<file path="config.mk">
export PLATFORM = sky130hd
export DESIGN_NAME = btc_result_drain
export DESIGN_NICKNAME = d
export VERILOG_FILES = /design/src/rtl/btc_pkg.sv /design/src/rtl/btc_drain_fifo.sv /design/src/rtl/btc_result_drain.sv
export SDC_FILE = /design/constraint.sdc
export NUM_CORES = 2
export LEC_CHECK = 0
export CORE_ASPECT_RATIO = 0.5
export CORE_MARGIN = 2
export CORE_UTILIZATION = 52
export CTS_CLUSTER_SIZE = 28
export DETAILED_ROUTE_END_ITERATION = 7
export PLACE_DENSITY = 0.8
export SLEW_MARGIN = 20
export SYNTH_ARGS = -nofsm -noshare
export SYNTH_HDL_FRONTEND = slang
export SYNTH_SLANG_ARGS = --single-unit
</file>
<file path="constraint.sdc">
create_clock -name clk -period 13.3 [get_ports clk]
set_clock_uncertainty 0.1 [all_clocks]
set_input_delay 2.66 -clock clk [delete_from_list [all_inputs] [get_ports clk]]
set_output_delay 2.66 -clock clk [all_outputs]
set_load 0.02 [all_outputs]
</file>
<file path="src/rtl/btc_pkg.sv">
// Shared constants and types for the BTC result return path: word/beat geometry,
// core-slot tag type and the tagged FIFO entry.
package btc_pkg;

  localparam int DATA_W    = 512;
  localparam int OUT_W     = 128;
  localparam int NUM_CORES = 4;
  localparam int RES_LAT   = 2;
  localparam int DEPTH     = 4;

  localparam int BEATS  = DATA_W / OUT_W;
  localparam int SLOT_W = (NUM_CORES > 1) ? $clog2(NUM_CORES) : 1;
  localparam int BEAT_W = (BEATS > 1) ? $clog2(BEATS) : 1;

  typedef logic [SLOT_W-1:0] slot_t;

  typedef struct packed {
    slot_t             slot;
    logic [DATA_W-1:0] data;
  } result_entry_t;

  typedef struct packed {
    logic  vld;
    slot_t slot;
  } tag_t;

endpackage

</file>
<file path="src/rtl/btc_drain_fifo.sv">
// First-word-fall-through FIFO of tagged BTC results. Pointers carry one extra
// wrap bit so full and empty are distinguishable without a separate counter.
module btc_drain_fifo
  import btc_pkg::*;
#(
  parameter int FIFO_DEPTH = DEPTH
) (
  input  logic                          clk,
  input  logic                          rst,
  input  logic                          push_i,
  input  result_entry_t                 din_i,
  input  logic                          pop_i,
  output result_entry_t                 head_o,
  output logic                          full_o,
  output logic                          empty_o,
  output logic [$clog2(FIFO_DEPTH):0]   level_o
);

  localparam int AW = $clog2(FIFO_DEPTH);

  logic [AW:0]   wr_q, rd_q;
  result_entry_t mem_q [FIFO_DEPTH];
  logic          wr_en, rd_en;

  assign full_o  = (wr_q[AW-1:0] == rd_q[AW-1:0]) && (wr_q[AW] != rd_q[AW]);
  assign empty_o = (wr_q == rd_q);
  assign level_o = wr_q - rd_q;
  assign head_o  = mem_q[rd_q[AW-1:0]];

  // A push into a full FIFO only lands when the head leaves on the same edge.
  assign wr_en = push_i && (!full_o || pop_i);
  assign rd_en = pop_i && !empty_o;

  always_ff @(posedge clk or posedge rst) begin
    if (rst) begin
      wr_q <= '0;
      rd_q <= '0;
    end else begin
      if (wr_en) wr_q <= wr_q + 1'b1;
      if (rd_en) rd_q <= rd_q + 1'b1;
    end
  end

  always_ff @(posedge clk) begin
    if (wr_en) mem_q[wr_q[AW-1:0]] <= din_i;
  end

endmodule

</file>
<file path="src/rtl/btc_result_drain.sv">
// Captures BTC result words RES_LAT cycles after dispatch, tags them with the
// round-robin core slot, buffers them and streams each out as OUT_W-bit beats.
module btc_result_drain
  import btc_pkg::*;
(
  input  logic                      clk,
  input  logic                      rst,
  input  logic                      dispatch_valid,
  input  logic [DATA_W-1:0]         result_in,
  output logic                      out_valid,
  input  logic                      out_ready,
  output logic [OUT_W-1:0]          out_data,
  output logic [SLOT_W-1:0]         out_core_id,
  output logic                      out_last,
  output logic [$clog2(DEPTH):0]    fifo_level,
  output logic                      overflow
);

  slot_t             slot_q;
  tag_t              tag_q [RES_LAT];
  logic [BEAT_W-1:0] beat_q;
  logic              overflow_q;

  tag_t              cap;
  result_entry_t     head;
  result_entry_t     din;
  logic              full, empty;
  logic              xfer, pop;

  assign cap  = tag_q[RES_LAT-1];
  assign din  = '{slot: cap.slot, data: result_in};

  // Stream handshake: a beat moves on any edge with out_valid && out_ready;
  // while stalled the beat, its tag and out_last are held, and out_valid
  // cannot fall until that beat has been taken.
  assign xfer = out_valid && out_ready;
  assign pop  = xfer && out_last;

  btc_drain_fifo #(.FIFO_DEPTH(DEPTH)) u_fifo (
    .clk     (clk),
    .rst     (rst),
    .push_i  (cap.vld),
    .din_i   (din),
    .pop_i   (pop),
    .head_o  (head),
    .full_o  (full),
    .empty_o (empty),
    .level_o (fifo_level)
  );

  assign out_valid   = !empty;
  assign out_last    = (beat_q == BEAT_W'(BEATS - 1));
  assign out_data    = empty ? '0 : head.data[beat_q*OUT_W +: OUT_W];
  assign out_core_id = empty ? '0 : head.slot;
  assign overflow    = overflow_q;

  // Slot counter leaves reset on the same edge as the dispatcher's, so the tag
  // shifted down the pipeline names the core whose word arrives RES_LAT later.
  always_ff @(posedge clk or posedge rst) begin
    if (rst) begin
      slot_q     <= '0;
      beat_q     <= '0;
      overflow_q <= 1'b0;
      for (int i = 0; i < RES_LAT; i++) tag_q[i] <= '0;
    end else begin
      slot_q   <= slot_q + slot_t'(1);
      tag_q[0] <= '{vld: dispatch_valid, slot: slot_q};
      for (int i = 1; i < RES_LAT; i++) tag_q[i] <= tag_q[i-1];
      if (xfer) beat_q <= out_last ? '0 : beat_q + BEAT_W'(1);
      if (cap.vld && full && !pop) overflow_q <= 1'b1;
    end
  end

endmodule

</file>
==> flow_summary.ini <==
[outcome]
status = completed

[setup_path]
crit_arrival_ns = 5.78
r2r_slack_ns = 6.99
endpoint_kind = primary output
cp_max_fo = 56
worst-setup-path-type = reg -> out
cp_data_required_time_ns = 10.54
cp-start-kind = flop

[power]
seqPwrFrac = 0.418
irDropWorstVdd_v = 0.0001806
clock_power_share = 0.230
internal_power_mw = 15.00
power_switching_mw = 7.118
powerDensity_mw_per_mm2 = 237.3
p_leak_nw = 29.43
power_frac_comb = 0.352
p_sw_frac = 0.3218

[sta]
hold_ws_ns = 0.2525
slew_headroom = 0.1582
hold_violations = 0
worst_pin_slew_ns = 1.263
setup_violations = 0
setup_tns_ns = 0
min_period_over_period = 0.6418
rsz0062_at_grt = no
max_freq_ghz = 0.1172
slew_violations = 0
fin_crit_ns = 8.535

[global_routing]
grt_pass1_vias = 38820
grt_max_degree = 163
track_usage = 0.2249
grt.overflow.total = 0
grt_pass1_wl_um = 256800
antenna_found_initial = 67

[logic_synthesis]
synth.avg_cell_area_um2 = 23.81
synth_edf_count = 2056
synth_compound_area_frac = 0.02410
ys_seq_elements = 2073
yosysTopAreaCellShare = 0.7819
synth_area_leaders = edfxtp_1 78%, mux4_2 15%, a211oi_1 1.8%
syn-num-nets = 3841
synthTopCellsByCount = 2,056 x edfxtp_1, 511 x mux4_2, 188 x a211oi_1
synth.most_common_cell = edfxtp_1
yosys_warnings = 0
ys_types = 36
ys.flop_type = edfxtp_1
synth_area_leader_cell = edfxtp_1
syn_inst = 3316
synthAdderAreaFrac = 0.001521
async_flop_share = 0.008201
synthSimpleGateAreaFrac = 0.008699
synthMuxAreaShare = 0.1631
seq_area_frac_synth = 0.7873
syn_area_mm2 = 0.07896
yosys.area_share.xor_xnor = 0.0009824
synth_top_family_by_area = multiplexers

[run]
cap_viol_max_count = 0

[clock_network]
cts_setup_buffers = 0
numCtsBuffers = 179
clkLatencyLatePin_ns = 0.80
cts.sinks = 2073
cts_tree = yes
holdBufCountCts = 0
path_clk_slew_ns = 0.07
cts_buffer_depth = 4
cts_root_buffer = clkbuf_16
h-tree-depth = 4
ctsResizeCount = 0

[floorplanning]
fp-row-count = 101
core_area_mm2 = 0.1513
io_pins = 652
start_util = 0.5220
die_w_um = 555.1
fp.dieArea_mm2 = 0.1552
fp.dieH_um = 279.5

[worst_hold_path]
hold_class = reg -> reg

[final_layout]
drive_above_1_share = 0.2011
register_area_mm2 = 0.06218
final_nets = 4536
final_area_mm2 = 0.09323
fin_cells = 6206
fill_cells = 9962
synthToLayoutAreaGrowth_pct = 18.07
multiInputGateArea_mm2 = 0.01570

[routing]
avgRoutedWirePerCell_um = 28.60
finalWirelength_um = 177500
vias_per_cell = 6.019
via_count = 37350
drtIter0Drc = 3492
post-route-drc-count = 0
drt-pass1-iter-count = 5
antenna_left = 0

[placed_design]
dp.cells = 5836
gp_congestion = 0.7618
place_area_mm2 = 0.08743
hpwl_um = 104100
portBuffers = 651
==> critical path: stages (launching register included) <==
cell and delay, ns:
dfrtp_4 0.97, inv_6 0.53, ha_1 0.48, and2_1 0.32, and2_4 0.21, buf_4 0.76
buf_4 0.73, a211oi_1 0.18, clkdlybuf4s50_1 0.62
==> registers in the layout, indices dropped and copies added (netlist names) <==
signal        cells
beat_q            2
cap               3
overflow          1
slot_q            2
tag_q             3
u_fifo.mem_q   2056
u_fifo.rd_q       3
u_fifo.wr_q       3
==> placed cells by master (no fill, tap or decap), types with 13 or more instances in the layout <==
cell type        netlist  layout
nor2b_1               94      94
edfxtp_1            2056    2056
bufinv_16              0      17
buf_4                 21      44
a22oi_1               33      33
clkbuf_16              0     179
o21ai_1               33      33
dfrtp_1               17      13
clkbuf_1              91      27
clkinv_2               0      36
diode_2                0      56
clkdlybuf4s50_1        0     651
mux2i_1              131     131
clkinv_1               0      38
mux4_2               511     511
a211oi_1             188     188
==> layer usage <==
layer	up-vias	wire length [um]	GRT usage
met4	34	6813	0.09748
met5	-	200	0
met2	1365	94910	0.3900
li1	15700	-	-
met1	19890	64590	0.2777
met3	361	10960	0.04374
==> through the flow <==
| stage | power (mW) | setup slack (ns) | utilization |
|---|---|---|---|
| after detailed placement | 17.23 | 5.579 | 0.5780 |
| after CTS | 22.34 | 4.715 | 0.6150 |
| after global routing | 23.00 | 4.584 | 0.6162 |
| after global placement | 17.00 | 5.657 | 0.5780 |
| after floorplan | 14.74 | -2.468 | - |
| final | 22.12 | 4.765 | 0.6163 |
==> cell type report <==
type	count	area share
inverter	10	0.0004563
clock buffer	206	0.04913
clock inverter	106	0.01092
antenna	56	0.001503
tap	2008	0.02695
multi-input combinational	1041	0.1684
sequential	2073	0.6670
timing repair buffer	706	0.07569
==> power by group through the flow <==
stage	clock network (mW)	registers [mW]	logic, mW
after floorplan	0	9.61	5.13
after global placement	0	9.25	7.75
after detailed placement	0	9.37	7.86
after CTS	5.18	9.25	7.92
after global routing	5.43	9.33	8.24
final	5.09	9.24	7.79
==> path summary, 6_finish.rpt <==
| kind | start | to | cells past startpoint |
|---|---|---|---|
| worst max-delay path | u_fifo.rd_q[1] | out_data[83] | 8 |
| worst max register to register | u_fifo.rd_q[1] | u_fifo.mem_q[2][78] | 8 |
| worst min-delay path | tag_q[4] | cap[1] | 0 |
| min in group asynchronous | rst | u_fifo.wr_q[0] | 2 |
| max in group asynchronous | rst | beat_q[0] | 2 |
| worst min register to register | tag_q[4] | cap[1] | 0 |
==> cells by family (layout without fill, tap and decap cells) <==
| family | Yosys count | in the layout |
|---|---|---|
| mux | 647 | 647 |
| flops | 2073 | 2073 |
| fa+ha+maj | 9 | 9 |
| compound gates | 264 | 264 |
| simple gates | 113 | 113 |
| other cells | 0 | 56 |
| xor+xnor | 8 | 8 |
| buf+inv | 202 | 1028 |
Note: power is estimated with default switching activity, not from simulation.
